$ cat src/rtl/alu_pkg.sv
// Shared encodings and types for the ALU and its round-robin arbiter.
// Holds no logic, so it adds no latency and has no backpressure of its own.
// Every user imports the whole package.
package alu_pkg;

    localparam logic [1:0] BOOL_XOR  = 2'b00;
    localparam logic [1:0] BOOL_ZERO = 2'b01;
    localparam logic [1:0] BOOL_OR   = 2'b10;
    localparam logic [1:0] BOOL_AND  = 2'b11;

    localparam int SEL_ADD  = 0;
    localparam int SEL_BOOL = 2;

    typedef enum logic {
        IDLE = 1'b0,
        HOLD = 1'b1
    } arb_state_t;

    typedef struct packed {
        logic [31:0] op_a;
        logic [31:0] op_b;
        logic        sub;
        logic [1:0]  bool_op;
        logic [2:0]  op_sel;
    } alu_req_t;

endpackage

$ cat src/rtl/alu.sv
// Combinational integer ALU: add/sub and boolean results, ORed by op_sel.
// Zero latency; no flow control, because the caller owns all sequencing.
// Add/sub wraps modulo 2^32. op_sel = 000 produces 0.
module alu
    import alu_pkg::*;
(
    input  logic [31:0] op_a,
    input  logic [31:0] op_b,
    input  logic        sub,
    input  logic [1:0]  bool_op,
    input  logic [2:0]  op_sel,
    output logic [31:0] result
);

    logic [31:0] sum;
    logic [31:0] bool_res;
    logic        unused_sel;

    assign sum = sub ? (op_a - op_b) : (op_a + op_b);

    always_comb begin
        bool_res = '0;
        case (bool_op)
            BOOL_XOR:  bool_res = op_a ^ op_b;
            BOOL_ZERO: bool_res = '0;
            BOOL_OR:   bool_res = op_a | op_b;
            BOOL_AND:  bool_res = op_a & op_b;
        endcase
    end

    assign result = (op_sel[SEL_ADD]  ? sum      : 32'd0)
                  | (op_sel[SEL_BOOL] ? bool_res : 32'd0);

    // Bit 1 of op_sel has no function assigned to it.
    assign unused_sel = op_sel[1];

endmodule

$ cat src/rtl/alu_arbiter.sv
// Round-robin sharing of one ALU among NUM_REQ requesters, with a registered result.
// Latency: a request accepted at edge N gives a valid response from edge N+1.
// Backpressure: an unconsumed response blocks new grants; if the response is consumed in the same cycle, a new request can issue back-to-back.
module alu_arbiter #(
    parameter int NUM_REQ = 2
) (
    input  logic                  i_clk,
    input  logic                  i_rst,
    input  logic [NUM_REQ-1:0]    i_req_valid,
    output logic [NUM_REQ-1:0]    o_req_ready,
    input  logic [NUM_REQ*32-1:0] i_req_op_a,
    input  logic [NUM_REQ*32-1:0] i_req_op_b,
    input  logic [NUM_REQ-1:0]    i_req_sub,
    input  logic [NUM_REQ*2-1:0]  i_req_bool_op,
    input  logic [NUM_REQ*3-1:0]  i_req_op_sel,
    output logic [NUM_REQ-1:0]    o_rsp_valid,
    input  logic [NUM_REQ-1:0]    i_rsp_ready,
    output logic [31:0]           o_rsp_result
);
    import alu_pkg::*;

    localparam int IDX_W = $clog2(NUM_REQ);

    arb_state_t       state_q;
    logic [IDX_W-1:0] owner_q;
    logic [IDX_W-1:0] rr_q;
    logic [31:0]      result_q;

    logic [IDX_W-1:0] win_idx;
    logic             win_vld;
    logic             rsp_hs;
    logic             issue_open;
    logic             accept;
    logic [31:0]      alu_result;
    alu_req_t         req_arr [NUM_REQ];
    alu_req_t         alu_in;

    // Search starts just after the last grant, so the most recent winner is tried last.
    function automatic logic [IDX_W:0] rr_pick(input logic [NUM_REQ-1:0] vld,
                                               input logic [IDX_W-1:0]   last);
        logic [IDX_W:0]   pick;
        logic [IDX_W-1:0] cand;
        pick = '0;
        for (int i = NUM_REQ; i >= 1; i--) begin
            cand = IDX_W'((int'(last) + i) % NUM_REQ);
            if (vld[cand]) pick = {1'b1, cand};
        end
        return pick;
    endfunction

    for (genvar k = 0; k < NUM_REQ; k++) begin : g_unpack
        assign req_arr[k] = {i_req_op_a[32*k +: 32], i_req_op_b[32*k +: 32], i_req_sub[k],
                             i_req_bool_op[2*k +: 2], i_req_op_sel[3*k +: 3]};
    end

    assign {win_vld, win_idx} = rr_pick(i_req_valid, rr_q);

    assign rsp_hs     = (state_q == HOLD) && i_rsp_ready[owner_q];
    assign issue_open = (state_q == IDLE) || rsp_hs;
    assign accept     = win_vld && issue_open && !i_rst;

    assign alu_in = win_vld ? req_arr[win_idx] : '0;

    alu u_alu (
        .op_a    (alu_in.op_a),
        .op_b    (alu_in.op_b),
        .sub     (alu_in.sub),
        .bool_op (alu_in.bool_op),
        .op_sel  (alu_in.op_sel),
        .result  (alu_result)
    );

    always_comb begin
        o_req_ready = '0;
        if (accept) o_req_ready[win_idx] = 1'b1;
    end

    always_comb begin
        o_rsp_valid = '0;
        if ((state_q == HOLD) && !i_rst) o_rsp_valid[owner_q] = 1'b1;
    end

    assign o_rsp_result = result_q;

    always_ff @(posedge i_clk) begin
        if (i_rst) begin
            state_q  <= IDLE;
            owner_q  <= '0;
            rr_q     <= IDX_W'(NUM_REQ - 1);
            result_q <= '0;
        end else if (accept) begin
            state_q  <= HOLD;
            owner_q  <= win_idx;
            rr_q     <= win_idx;
            result_q <= alu_result;
        end else if (rsp_hs) begin
            state_q  <= IDLE;
        end
    end

endmodule
$ cat config.mk
export PLATFORM = sky130hd
export DESIGN_NAME = alu_arbiter
export DESIGN_NICKNAME = d
export VERILOG_FILES = /design/src/rtl/alu_pkg.sv /design/src/rtl/alu.sv /design/src/rtl/alu_arbiter.sv
export SDC_FILE = /design/constraint.sdc
export NUM_CORES = 1
export LEC_CHECK = 0
export CORE_ASPECT_RATIO = 0.7
export CORE_MARGIN = 2
export CORE_UTILIZATION = 54
export CTS_CLUSTER_DIAMETER = 200
export DETAILED_ROUTE_END_ITERATION = 8
export GPL_ROUTABILITY_DRIVEN = 0
export HOLD_SLACK_MARGIN = 0.12
export PLACE_DENSITY = 0.89
export SLEW_MARGIN = 10
export SYNTH_ARGS = -nofsm -noshare
export SYNTH_HDL_FRONTEND = slang
export SYNTH_SLANG_ARGS = --single-unit
$ cat constraint.sdc
create_clock -name i_clk -period 8.2 [get_ports i_clk]
set_clock_uncertainty 0.05 [all_clocks]
set_input_delay 1.64 -clock i_clk [delete_from_list [all_inputs] [get_ports i_clk]]
set_output_delay 1.64 -clock i_clk [all_outputs]
set_load 0.1 [all_outputs]
# Word level (Yosys, flattened, before mapping)
# Index checks and enable logic that the tools add are counted.
# totals
regBits,35
latch_bits,0
mem_bits_rw,0
romBits,0
inputBits,146
wordCells,58
n_memories,0
# classes
n_addsub,4
n_mul,0
n_div,0
n_lt_le_gt_ge,7
eq_ne,3
n_shift,0
muxes,24
bitwise,6
n_reduce_logical,10
# op_table
op,count
2-to-1 mux 70 bit,4
case mux 32 bit (4 select lines),1
2-to-1 mux 32 bit,3
bitwise OR 32 bit,2
adder 32 bit,1
bitwise AND 32 bit,1
subtractor 32 bit,1
XOR 32 bit,1
2-to-1 mux 1 bit,10
"< comparator 1 x 2 -> 1 bit, second input constant",4
2-to-1 mux 2 bit,4
logical AND 1 bit,6
"== test 2 bit, second input constant",2
"adder 1 bit, second input constant",2
demux 1 bit (select 1 bit),2
"== test 2 x 1 -> 1 bit, second input constant",1
"greater-or-equal comparator 1 bit, second input constant",2
"greater-or-equal comparator 2 bit, second input constant",1
zero test 2 bit,1
NOT 1 -> 2 bit,1
nonzero test 2 bit,1
zero test 1 bit,1
logical OR 1 bit,1
NOT 1 bit,1

# Depth between registers and ports, before layout
# Gate-level depths: netlist of run 1.
# logic_depth
word_depth,14
mapped_depth,22
mapped_depth_nobuf,20

# Cells and area by module
# A second synthesis of run 1 with hierarchy kept.
# unflattened
cells_unflattened,979
hier_area_um2,6500.0
# modules_own_cells
mod,n_inst,cells_each,area_per_inst_um2,seq_area_each_um2
alu,1,650,4329.2,0.0
alu_arbiter,1,329,2170.8,700.7

# Worst setup path before layout of run 1
# No wires, ideal clock.
# synth_path
path_kind,input-to-output
from,in i_req_valid[0]
to,out o_req_ready[0]
arrival_time_ns,4.720
path_slack_ns,1.790
path_stages,8
n_path_buf,6
cell_sequence,buf_6 -> a21boi_4 -> buf_6 -> buf_6 -> buf_4 -> buf_4 -> clkbuf_1 -> nor3_1
# synth_via
elab_chain_cells,9
word_cells_on_any_way,14
classes_between,order compare: 2; mux: 9; reduce/logical: 3
# synth_lines
element,line,source
from (decl),alu_arbiter.sv:9,"input logic [NUM_REQ-1:0] i_req_valid,"
2-to-1 mux 1 bit (implied by the code) (2 in series),alu_arbiter.sv:46,"if (vld[cand]) pick = {1'b1, cand};"
2-to-1 mux 2 bit,alu_arbiter.sv:46,
2-to-1 mux 2 bit *,alu_arbiter.sv:46,
< comparator 1 x 2 -> 1 bit (implied by the code) or greater-or-equal comparator 1 bit (tied branches),alu_arbiter.sv:75,if (accept) o_req_ready[win_idx] = 1'b1;
logical AND 1 bit (implied by the code),alu_arbiter.sv:75,
2-to-1 mux 1 bit (implied by the code),alu_arbiter.sv:75,
demux 1 bit (select 1 bit),alu_arbiter.sv:75,
2-to-1 mux 2 bit *,alu_arbiter.sv:75,
to (decl),alu_arbiter.sv:10,"output logic [NUM_REQ-1:0] o_req_ready,"
# Mark *: on every way between the ends. The rest lies on a longest branch, timed or not. The select of a mux whose other input is x is not followed.

# Worst setup path in the final report of run 1
# layout_path
from,in i_req_valid[1]
to,reg result_q[28] (netlist: o_rsp_result[28])
# layout_via
elab_chain_cells,13
word_cells_on_any_way,27
classes_between,add/sub: 2; eq/ne: 3; mux: 14; bitwise: 5; reduce/logical: 3
# layout_lines
element,line,source
2-to-1 mux 1 bit (implied by the code) (2 in series),alu_arbiter.sv:46,
2-to-1 mux 2 bit,alu_arbiter.sv:46,
2-to-1 mux 2 bit *,alu_arbiter.sv:46,
NOT 1 -> 2 bit (implied by the code),alu_arbiter.sv:62,assign alu_in = win_vld ? req_arr[win_idx] : '0;
2-to-1 mux 70 bit (implied by the code) (3 in series),alu_arbiter.sv:62,
2-to-1 mux 70 bit,alu_arbiter.sv:62,
"adder 32 bit, or another cell as far along",alu.sv:19,assign sum = sub ? (op_a - op_b) : (op_a + op_b);
2-to-1 mux 32 bit or case mux 32 bit (4 select lines) (tied branches),"alu.sv:19, alu.sv:23",
2-to-1 mux 32 bit (on tied branches),"alu.sv:31, alu.sv:32",
bitwise OR 32 bit,alu.sv:32,| (op_sel[SEL_BOOL] ? bool_res : 32'd0);
to (signal assigned),alu_arbiter.sv:95,result_q <= alu_result;
to (decl),alu_arbiter.sv:27,logic [31:0] result_q;
# Marked as above.
# A chain may end at the register's enable or synchronous reset.

==> results.yml, run 1 <==
run_status:
  outcome: "finished clean"
cts:
  cts_buffers: 5
  cts_sinks: 35
  post_cts_buffers: 0
  postCtsHoldBufs: 0
  clkTransAtPathRegs_ns: 0.06
  cts_tree: "done"
  clockBufferDepth: 2
  cts_resized: 0
  cts_root_buf: "clkbuf_16"
  clock_latency_ns: 0.29
  h-tree-depth: 2
grt:
  grt_pass1_vias: 6913
  antenna_found_initial: 0
  grt_pass1_wl_um: 35900
  grt_max_degree: 64
  grt-ovfl-total: 0
  track_usage_pct: 35.5
logic_synthesis:
  synth_top_area_cell: "ha_1"
  avgSynthCellArea_um2: 7.02
  async_flop_share_pct: 0
  syn_nets: 1158
  syn_inst: 919
  ys_seq_elements: 35
  ys_warn_count: 0
  synth_edf_count: 0
  synth_top_cell_area_share_pct: 17.9
  synthFlopType: "dfxtp_1"
  synthTopCellsByArea: "ha_1 (18%), dfxtp_1 (11%), nand2_1 (7.1%)"
  yosysUniqueCellTypes: 72
  synth-seq-area-share_pct: 10.9
  synthesis.area_um2: 6450
drt:
  drt_iter0_markers: 751
  ant_nets: 0
  drc_errors: 0
  via_per_inst: 6.16
  dr.pass1.iters: 5
  wl_per_cell_um: 18.9
  vias: 7540
  routed_wirelength_um: 23100
floorplanning:
  io_pins: 182
  die_area_um2: 12800
  fp.dieW_um: 135
  rows: 33
  initial_core_util_pct: 55.2
  fp.coreArea_um2: 11700
  die_h_um: 95.4
power:
  max-vdd-ir-drop_mv: 0.144
  p_seq_share_pct: 15.0
  p_leak_nw: 3.80
  p_sw_share_pct: 51.2
  powerDensity_nw_per_um2: 163
  pwr-share-comb_pct: 71.4
  power_switching_mw: 0.706
  power.share.clock_pct: 13.6
  internal_power_mw: 0.673
critical_path:
  timing.rr.end: "o_rsp_result[28]"
  cp.arrival_ns: 7.00
  cp-end-kind: "flip-flop"
  startpoint: "i_req_valid[1]"
  crit_type: "in -> reg"
  reg2reg_depth: 15
  cp_max_fo: 14
  worstPathRequired_ns: 8.36
  r2r_slack_ns: 2.95
  cp-start-kind: "input port"
  rr_startpoint: "rr_q"
placed_design:
  hpwl_um: 17200
  placement.io_buffers: 179
sta:
  worst_pin_slew_ns: 1.22
  grt_setup_unrepaired: "no"
  clock.fmax_ghz: 0.146
  setup-tns-final_ns: 0
  slew_viol_final: 0
  timing_hold_violations_final: 0
  setup_viol: 0
  slew_headroom_pct: 18.8
  min_period_over_period_pct: 83.5
  period_needed_ns: 6.84
finish:
  final_cell_mix: "clkdlybuf4s50_1 (177), nand2_1 (122), nor2_1 (94)"
  drive_gt1_share_pct: 4.78
  finish.utilization_pct: 72.2
  final_common_cell: "clkdlybuf4s50_1"
  num-nets-final: 1307
  antennaDiodeCount: 0
  area_growth_pct: 30.8
min_path:
  hp-start: "o_rsp_result[19]"
  hold_path_end: "o_rsp_result[19]"
  hold_path_depth: 2
  hp-class: "reg -> reg"
flow_run:
  maxCapViolCount: 0
-- cells in the mapped netlist (all sizes together), types with 4 or more instances --
| cell | instances |
|---|---|
| a211oi | 31 |
| a21o | 33 |
| a21oi | 75 |
| a22o | 7 |
| a22oi | 11 |
| a31o | 4 |
| a31oi | 8 |
| a32oi | 13 |
| and3 | 10 |
| buf | 19 |
| clkbuf | 32 |
| dfxtp | 35 |
| ha | 92 |
| inv | 69 |
| mux2i | 7 |
| nand2 | 122 |
| nand2b | 5 |
| nand3 | 10 |
| nand4 | 4 |
| nor2 | 95 |
| nor2b | 6 |
| nor3 | 23 |
| nor3b | 4 |
| nor4 | 4 |
| o211ai | 6 |
| o21a | 28 |
| o21ai | 58 |
| o221ai | 12 |
| o31ai | 7 |
| xnor2 | 39 |
| xor2 | 12 |
-- cells by family (layout without fill, tap and decap cells) --
family	count (synthesis)	in the layout	share of synthesized area, %
compound gates	318	318	34.1
simple gates	295	295	20.7
buf+inv	120	268	8.07
fa+ha+maj	93	93	18.2
xor+xnor	51	51	7.04
flops	35	35	10.9
mux	7	7	1.09
-- critical path, cell delays in order --
cell and delay, ns:
clkdlybuf4s50_1 0.66, nand2b_4 0.20, a32oi_1 0.48, ha_1 0.29
nand2_1 0.12, nor3_1 0.39, a41oi_1 0.27, xnor2_1 0.19
ha_1 0.35, and4_1 0.27, a221o_1 0.38, o21a_1 0.22
o311ai_0 0.63, a31oi_1 0.28, o32a_1 0.41, a211oi_1 0.21
-- flip-flops by register name (all words and copies together), names as in the netlist --
signal / cells
o_rsp_result: 32
owner_q: 1
rr_q: 1
state_q: 1
-- worst max-delay path by stage --
stage                                   to  slack (ns)  cells after the start
after global routing      o_rsp_result[28]        0.97                     16
after floorplan             o_req_ready[0]        1.79                      8
after global placement    o_rsp_result[28]        1.28                     16
after CTS                 o_rsp_result[28]        1.48                     16
final                     o_rsp_result[28]        1.36                     16
after detailed placement  o_rsp_result[28]        1.19                     16
-- power groups by stage --
stage / Sequential [mW] / Clock [mW] / Combinational (mW)
3_5_place_dp: 0.209 / 0 / 0.956
4_1_cts: 0.206 / 0.186 / 0.964
3_3_place_gp: 0.209 / 0 / 0.938
2_1_floorplan: 0.360 / 0 / 0.552
5_1_grt: 0.208 / 0.191 / 1.06
6_report: 0.206 / 0.188 / 0.985
-- stage by stage --
stage / setup WS (ns) / hold WS (ns) / total power [mW] / std cells / instance area (um^2)
floorplan: 1.79 / 0.421 / 0.912 / 919 / 6450
global placement: 1.28 / 0.427 / 1.15 / 1218 / 8310
detailed placement: 1.19 / 0.432 / 1.17 / 1218 / 8310
CTS: 1.48 / 0.444 / 1.36 / 1224 / 8440
global route: 0.973 / 0.461 / 1.46 / 1224 / 8440
finish: 1.36 / 0.442 / 1.38 / 1224 / 8440
-- routing by layer --
metal / vias up / part of all wire (%) / wire, um / GRT usage, %
li1: 3575 / - / - / -
met1: 3443 / 44 / 10100 / 48.7
met2: 451 / 40 / 9220 / 53.6
met3: 69 / 13 / 3040 / 10.2
met4: 2 / 2.8 / 647 / 10.7
met5: - / 0.20 / 46 / 2.38
-- area by class of cell --
class,instances,area [um^2]
clock buffer,6,129
fill,957,3250
inverter,69,259
multi-input combinational,764,5260
sequential,35,701
tap,157,196
timing repair buffer,193,1890
Power figures use the tool's default switching activity.
==> run 2: changes to the inputs <==
--- a/config.mk
+++ b/config.mk
@@ -7,12 +7,12 @@
 export LEC_CHECK = 0
 export CORE_ASPECT_RATIO = 0.7
 export CORE_MARGIN = 2
-export CORE_UTILIZATION = 54
+export CORE_UTILIZATION = 50
 export CTS_CLUSTER_DIAMETER = 200
 export DETAILED_ROUTE_END_ITERATION = 8
 export GPL_ROUTABILITY_DRIVEN = 0
 export HOLD_SLACK_MARGIN = 0.12
-export PLACE_DENSITY = 0.89
+export PLACE_DENSITY = 0.83
 export SLEW_MARGIN = 10
 export SYNTH_ARGS = -nofsm -noshare
 export SYNTH_HDL_FRONTEND = slang
==> constraint.sdc (replaced) <==
create_clock -name i_clk -period 6.8 [get_ports i_clk]
set_clock_uncertainty 0.05 [all_clocks]
set_input_delay 1.36 -clock i_clk [delete_from_list [all_inputs] [get_ports i_clk]]
set_output_delay 1.36 -clock i_clk [all_outputs]
set_load 0.1 [all_outputs]
==> results.yml, run 2 (synthesized netlist as in run 1, its figures left out) <==
power:
  fin_total_pwr_mw: 1.69
  p_leak_nw: 3.88
  max-vdd-ir-drop_mv: 0.175
  powerDensity_nw_per_um2: 197
grt:
  grt-ovfl-total: 0
  grt_max_degree: 53
  grt_pass1_wl_um: 37300
  antenna_found_initial: 1
  track_usage_pct: 33.4
  grt_pass1_vias: 7159
critical_path:
  cp-start-kind: "input port"
  timing.rr.end: "o_rsp_result[28]"
  cp-end-kind: "flip-flop"
  crit_slowest_cell: "clkdlybuf4s50_1"
  cp_max_fo: 30
  rr_startpoint: "rr_q"
  r2r_slack_ns: 2.00
  path_cells: "clkdlybuf4s50_1, a21boi_4, buf_4, nand2_1, o21ai_1, buf_4, a31oi_1, xnor2_1, ha_1, a21o_1, a31o_2, nand2b_1, o21ai_0, nand3_1, a31oi_1, o21ai_0, xnor2_1, a21oi_1"
  cp.buffers_inverters: 3
  crit_type: "in -> reg"
  worstPathRequired_ns: 6.92
  max_stage_delay_ns: 0.69
  critPathTopFamily: "compound AO/OA/AOI/OAI gates"
  cp.arrival_ns: 6.29
  reg2reg_depth: 18
floorplanning:
  fp.coreArea_um2: 12500
  fp.dieW_um: 140
  rows: 34
  io_pins: 182
  die_area_um2: 13800
  initial_core_util_pct: 51.6
  die_h_um: 99.0
drt:
  routed_wirelength_um: 23900
  wl_per_cell_um: 19.1
  via_per_inst: 6.12
  dr.pass1.iters: 5
  ant_nets: 0
  drt_iter0_markers: 727
  drc_errors: 0
  vias: 7626
finish:
  finish.instance_area_um2: 8580
  drive_gt1_share_pct: 6.46
  largest_reg_flops: 32
  final_cell_mix: "clkdlybuf4s50_1 (176), nand2_1 (122), nor2_1 (94)"
  area_growth_pct: 33.0
  final_common_cell: "clkdlybuf4s50_1"
  num-nets-final: 1323
  nFillCells: 1103
sta:
  whs_ns: 0.441
  clock.fmax_ghz: 0.162
  timing_hold_violations_final: 0
  slew_viol_final: 0
  period_needed_ns: 6.17
  setup_viol: 0
  grt_setup_unrepaired: "no"
  slew_headroom_pct: 27.7
  setup-tns-final_ns: 0
  min_period_over_period_pct: 90.8
  worst_pin_slew_ns: 1.08
cts:
  h-tree-depth: 2
  cts_tree: "done"
  cts_buffers: 5
  postCtsHoldBufs: 0
  cts_resized: 0
  clockBufferDepth: 2
  cts_sinks: 35
  post_cts_buffers: 0
  clock_latency_ns: 0.29
  cts_root_buf: "clkbuf_16"
  clkTransAtPathRegs_ns: 0.06
min_path:
  hold_path_depth: 2
  hold_path_end: "o_rsp_result[21]"
  hp-class: "reg -> reg"
  hp-start: "o_rsp_result[21]"
placed_design:
  placement.io_buffers: 179
  placed_cell_area_um2: 8430
  hpwl_um: 18200
flow_run:
  maxCapViolCount: 0
run_status:
  outcome: "finished clean"
-- run 2: how the worst max path moves through the flow --
stage | to | slack [ns] | cells after the start | startpoint
after detailed placement | o_rsp_result[28] | 0.48 | 19 | i_req_valid[1]
after global routing | o_rsp_result[28] | 0.31 | 19 | i_req_valid[1]
after floorplan | o_req_ready[0] | 0.95 | 8 | i_req_valid[0]
final | o_rsp_result[29] | 0.63 | 18 | i_req_valid[1]
after CTS | o_rsp_result[28] | 0.73 | 19 | i_req_valid[1]
after global placement | o_rsp_result[28] | 0.50 | 19 | i_req_valid[1]
-- run 2: worst min-delay path, delay by kind of cell (launching register included) --
family	cells	cell delay, ns
flops	1	0.31
simple gates	2	0.14
-- run 2: metrics by stage --
stage	worst slack, ns	cells	util [%]
3_3_place_gp	0.503	1239	67.4
3_5_place_dp	0.477	1239	67.4
4_1_cts	0.733	1246	68.6
6_report	0.628	1247	68.6
5_1_grt	0.311	1246	68.6
2_1_floorplan	0.950	919	-
-- run 2: metal layers --
layer / up-vias / track usage (%) / part of all wire (%)
met5: - / 0 / 0
met1: 3485 / 47.4 / 44
met2: 465 / 50.3 / 40
li1: 3617 / - / -
met4: 0 / 9.38 / 2.6
met3: 59 / 8.26 / 13
-- run 2: final cells by class --
cell class / count / area (um^2) / share of cell area [%]
Clock inverter: 1 / 5.00 / 0.0583
Sequential cell: 35 / 701 / 8.17
Timing Repair Buffer: 209 / 2010 / 23.4
Multi-Input combinational cell: 764 / 5260 / 61.3
Antenna cell: 1 / 2.50 / 0.0292
Tap cell: 162 / 203 / 2.36
Clock buffer: 6 / 139 / 1.62
Inverter: 69 / 259 / 3.02
-- run 2: power by group --
group          internal, mW  switching (mW)  leakage, nW  total [mW]
registers             0.233          0.0150        0.290       0.248
logic                 0.457           0.748         3.52        1.21
clock network         0.143          0.0950       0.0727       0.238
total                 0.833           0.858         3.88        1.69
==> RTL edit 1, RTL diff (config.mk and constraints of run 2) <==
Set the parameter `NUM_REQ` to 4 (it was 2).
--- a/src/rtl/alu_arbiter.sv
+++ b/src/rtl/alu_arbiter.sv
@@ -2,7 +2,7 @@
 // Latency: a request accepted at edge N gives a valid response from edge N+1.
 // Backpressure: an unconsumed response blocks new grants; if the response is consumed in the same cycle, a new request can issue back-to-back.
 module alu_arbiter #(
-    parameter int NUM_REQ = 2
+    parameter int NUM_REQ = 4
 ) (
     input  logic                  i_clk,
     input  logic                  i_rst,
Interface: changed (9 resized); port bits go from 182 to 330. The function was not compared with the original's and may differ.
==> RTL edit 1 against run 2 <==
Cell count increased by 31%. Cell area increased by 46%. Setup slack got worse by 410 ps. Sequential cell count grew 2. Synthesized area grew 23%. Routed wire length is 42% higher. Highest routed layer unchanged.
Power is not compared: it rests on default switching activity, and its combinational part moved more than twofold at a synthesized area within 25%.
==> RTL edit 1: results (changes against run 2) <==
detailed_routing:
  drt_iter0_markers: 868  # was 727
  routed_wl_mm: 33.96  # was 23.86 mm
  routed_via_density: 6.202  # was 6.115
  routed_wire_length_per_instance_um: 20.76  # was 19.13 um
  drt_pre_antenna_iters: 5  # unchanged
synth:
  synth-async-reset-ratio_pct: 0  # unchanged
  post_synth.cell_area_avg_sq_um: 7.785  # was 7.017 sq um
  seq_area_frac_synth_pct: 9.301  # was 10.87%
  synth.top_cells.by_area: "ha_1, mux4_2, dfxtp_1"  # was ha_1, dfxtp_1, nand2_1
  yosys.cell_types.count: 81  # was 72
  mappedNetlistNets: 1410  # was 1158
  synth.top_cells.by_count: "a21oi_1, ha_1, nand2_1"  # was nand2_1, nor2_1, ha_1
final_layout:
  drive_gt1_share_pct: 18.52  # was 6.458%
  antenna_cells_inserted: 0  # was 1
  largest_reg_flops: 32  # unchanged
  layout.nets: 1822  # was 1323
clocking:
  cts-root-to-sink-buffers: 2  # unchanged
  cts_htree_levels: 2  # unchanged
hold_path:
  min_path_type: "register to register"  # unchanged
  hold_path.startpoint: "o_rsp_result[10]"  # was o_rsp_result[21]
  hold-path-endpoint: "o_rsp_result[10]"  # was o_rsp_result[21]
pwr:
  p_int_w: 0.002078
placed_design:
  placed_cells: 1626  # was 1239
  place_ws_ps: -466.5  # was 477.1 ps
  hpwl_mm: 27.51  # was 18.20 mm
  io_buffers: 325  # was 179
critical_path:
  reg2reg_slack_ps: 940  # was 2000 ps
  critical_path_arrival_ps: 6710  # was 6290 ps
  worstReg2RegEnd: "o_rsp_result[31]"  # was o_rsp_result[28]
  critical_path.reg2reg.startpoint: "rr_q[1]"  # was rr_q
  critical_path.max_fanout: 11  # was 30
  r2r.worst_path.cells: 22  # was 18
sta:
  relSlewSlack_pct: 32.02  # was 27.70%
  fin_hold_ws_ps: 428.7  # was 441.4 ps
global_route:
  grt_antenna_before_repair: 0  # was 1
  grt_pass1_wl_mm: 52.92  # was 37.27 mm
  maximum_number_of_pins_on_one_net_before_global_route_repair: 51  # was 53
  grt_pass1_vias: 10360  # was 7159
  grt_usage_pct: 39.59  # was 33.43%
status:
  run_status: "completed"  # unchanged
==> RTL edit 1: cell types whose count changed after synthesis, sizes merged, moves of 19 or more <==
cell | before | now
o221ai | 12 | 37
mux4 | 0 | 40
mux2i | 7 | 40
nand2 | 122 | 95
a31oi | 8 | 29
nand3 | 10 | 40
a21oi | 75 | 127
a21o | 33 | 14
nor2 | 95 | 53
a211oi | 31 | 6
==> RTL edit 1: through the flow <==
step / total power [W] / cell area (sq um) / setup TNS, ps / util, %
3_3_place_gp: 0.004019 / 12280 / -1944 / 78.98
2_1_floorplan: 0.002837 / 7964 / 0 / -
3_5_place_dp: 0.004111 / 12280 / -3643 / 78.98
6_report: 0.004479 / 12500 / 0 / 80.40
4_1_cts: 0.004382 / 12440 / 0 / 80.03
5_1_grt: 0.004779 / 12500 / -17.97 / 80.40
==> RTL edit 1: worst max-delay path by stage <==
stage	start	to	slack, ps	cells after the start
finish	i_req_valid[3]	o_rsp_result[31]	220	23
floorplan	i_req_valid[1]	o_rsp_result[31]	380	23
detailed placement	i_req_valid[0]	o_rsp_result[31]	-470	25
global route	i_req_valid[3]	o_rsp_result[31]	-20	25
CTS	i_req_valid[1]	o_rsp_result[31]	20	24
global placement	i_req_valid[0]	o_rsp_result[31]	-330	24
==> RTL edit 1: logic make-up after synthesis <==
family                   count (synthesis)  share of synthesized area, %
multiplexers                            86                         17.23
adder cells (fa/ha/maj)                 97                         15.33
buffers and inverters                  151                         8.091
AO/OA/AOI/OAI                          340                         28.12
flip-flops                              37                         9.301
XOR/XNOR                                48                         5.279
AND/OR/NAND/NOR                        264                         16.64
==> RTL edit 1: timing repair <==
action                     4_1_cts  5_1_grt
setup buffers                    0        2
hold buffers                     0        0
pin swaps                        2        5
setup endpoints to repair        5       16
resized for setup                6       16
==> RTL edit 1: metal layers <==
metal | share of wire (%) | GRT usage [%]
met3 | 8.7 | 7.056
met2 | 48 | 71.49
met5 | 0 | 0
met1 | 38 | 45.80
met4 | 5.3 | 19.84
==> RTL edit 1: layout make-up <==
| cell class | count | area, sq um |
|---|---|---|
| flip-flops and latches | 37 | 740.7 |
| inverters | 78 | 292.8 |
| repair buffers | 478 | 4405 |
| multi-input cells | 835 | 6664 |
| clock inverters | 3 | 21.27 |
| well taps | 200 | 250.2 |
| clock buffers | 5 | 125.1 |
| fillers | 1081 | 3048 |
==> RTL edit 1: worst max-delay path: stages <==
cell,delay [ps]
clkdlybuf4s15_1,300
a21boi_1,230
o21ba_4,260
nor2_8,200
buf_4,310
mux4_1,640
nor2_1,140
a21oi_1,100
or3_1,500
o31ai_2,260
xnor2_1,100
ha_1,300
nand2_1,80
nor2_1,160
nand3_1,170
o32ai_2,360
nor3_2,100
nor4b_2,300
buf_4,150
a21o_1,150
nor2_1,80
a2111oi_2,370
nand2_1,80
==> RTL edit 2, RTL diff (config.mk and constraints of run 2) <==
Without the edit above. Reset style: asynchronous (`i_rst`), changed in one clocked block.
--- a/src/rtl/alu_arbiter.sv
+++ b/src/rtl/alu_arbiter.sv
@@ -82,7 +82,7 @@
 
     assign o_rsp_result = result_q;
 
-    always_ff @(posedge i_clk) begin
+    always_ff @(posedge i_clk or posedge i_rst) begin
         if (i_rst) begin
             state_q  <= IDLE;
             owner_q  <= '0;
Behaviour: differs if i_rst is asserted again (counterexample within 4 cycles, from zero or initial values and one cycle with i_rst high); with i_rst held inactive, the same outputs for 4 cycles.
==> RTL edit 2 against run 2 <==
Cell count fell by 2.8%. Sequential power increased by 38%. Setup slack worse by 41 ps. Routed wire length decreased by 0.32%. Sequential cell count did not move. Combinational power rose by 61%. Highest routed layer unchanged. First-iteration DRC count grew 12%. Maximum frequency decreased by 0.66%. Cell area grew 0.28%. Total power grew 50%. Largest cell class unchanged. Count of clock-buffer cells in the layout down 1. Via count shrank 1.7%. Synthesized area increased by 1.7%.
==> RTL edit 2: results (changes against run 2) <==
status:
  run_status: "completed"  # unchanged
placed_design:
  hpwl_mm: 17.68  # was 18.20 mm
  placed_area_sq_um: 8462  # was 8432 sq um
  placed_cells: 1204  # was 1239
synth:
  yosys.area_share.xor_xnor_pct: 6.527  # was 7.043%
  yosys.cell_types.count: 73  # was 72
  synth-async-reset-ratio_pct: 100.0  # was 0%
  synth.mux.area_fraction_pct: 0.4771  # was 1.087%
  synth_compound_area_share_pct: 35.15  # was 34.05%
  mappedNetlistNets: 1132  # was 1158
  synth.top_cells.by_area: "ha_1, dfrtp_1, nand2_1"  # was ha_1, dfxtp_1, nand2_1
  post_synth.cell_area_avg_sq_um: 7.342  # was 7.017 sq um
  synth-adder-area-share_pct: 17.86  # was 18.16%
  synth.top_cells.by_count: "nand2_1, ha_1, a21oi_1"  # was nand2_1, nor2_1, ha_1
  seq_area_frac_synth_pct: 13.38  # was 10.87%
pwr:
  power.static_leakage_nw: 3.938  # was 3.884 nW
  irDropWorstVdd_uv: 280.7  # was 174.6 uV
detailed_routing:
  routed_via_density: 6.182  # was 6.115
  routed_wl_mm: 23.78  # was 23.86 mm
  dr_total_vias: 7493  # was 7626
  drt_iter0_markers: 812  # was 727
critical_path:
  critical_path.reg2reg.startpoint: "rr_q"  # unchanged
  critical_path.max_fanout: 19  # was 30
  timing_endpoint_of_the_critical_path: "o_rsp_result[30]"  # was o_rsp_result[29]
  critical_path_arrival_ps: 6330  # was 6290 ps
  reg2reg_slack_ps: 1780  # was 2000 ps
  critical_path_max_stage_delay_ps: 610  # was 690 ps
final_layout:
  regArea_sq_um: 877.1  # was 700.7 sq um
  layout.nets: 1288  # was 1323
  drive_gt1_share_pct: 6.571  # was 6.458%
  layout.filler_cells: 1071  # was 1103
global_route:
  grt_antenna_before_repair: 0  # was 1
  maximum_number_of_pins_on_one_net_before_global_route_repair: 45  # was 53
  grt_usage_pct: 32.58  # was 33.43%
sta:
  relSlewSlack_pct: 23.38  # was 27.70%
  fin_crit_ps: 6213  # was 6172 ps
RTL edit 2: cell types whose count changed after synthesis, moves of 5 or more:
cell | run 2 | this run
o21a_1 | 28 | 35
nor2_1 | 95 | 62
a22oi_1 | 11 | 24
nor3_1 | 22 | 7
a21oi_1 | 74 | 68
a211oi_1 | 31 | 8
xnor2_1 | 38 | 33
dfxtp_1 | 35 | 0
nand2_1 | 122 | 132
mux2i_1 | 7 | 2
buf_1 | 2 | 7
dfrtp_1 | 0 | 34
RTL edit 2: tightest hold or removal path: stages (launching register included):
cell     delay [ps]
dfrtp_1         340
a21oi_1          60
o31ai_1          60
RTL edit 2: power by group:
part	total [W]	internal [W]	switching [W]
registers	0.000342	0.000289	0.0000527
clock network	0.000235	0.000134	0.000101
logic	0.00195	0.000633	0.00132
total	0.00253	0.00106	0.00148
RTL edit 2: area by class of cell:
class	count	area share (%)
multi-input cells	738	60.32
flip-flops and latches	35	10.20
inverters	70	3.069
well taps	162	2.356
repair buffers	199	22.43
clock buffers	5	1.455
clock inverters	3	0.1745
RTL edit 2: worst min path at each step:
stage                                  end  slack, ps  depth (start not counted)
after floorplan                    state_q        420                          2
after global placement    o_rsp_result[23]        420                          2
after detailed placement  o_rsp_result[24]        430                          2
after CTS                 o_rsp_result[24]        440                          2
after global routing      o_rsp_result[24]        460                          2
final                     o_rsp_result[24]        440                          2
RTL edit 2: metal layers:
metal  vias up  GRT usage, %  wire length (um)
li1       3519             -                 -
met1      3493         47.41             10680
met2       438         49.38              9631
met3        43         6.727              2943
met4         0         8.154               528
met5         -             0                 0
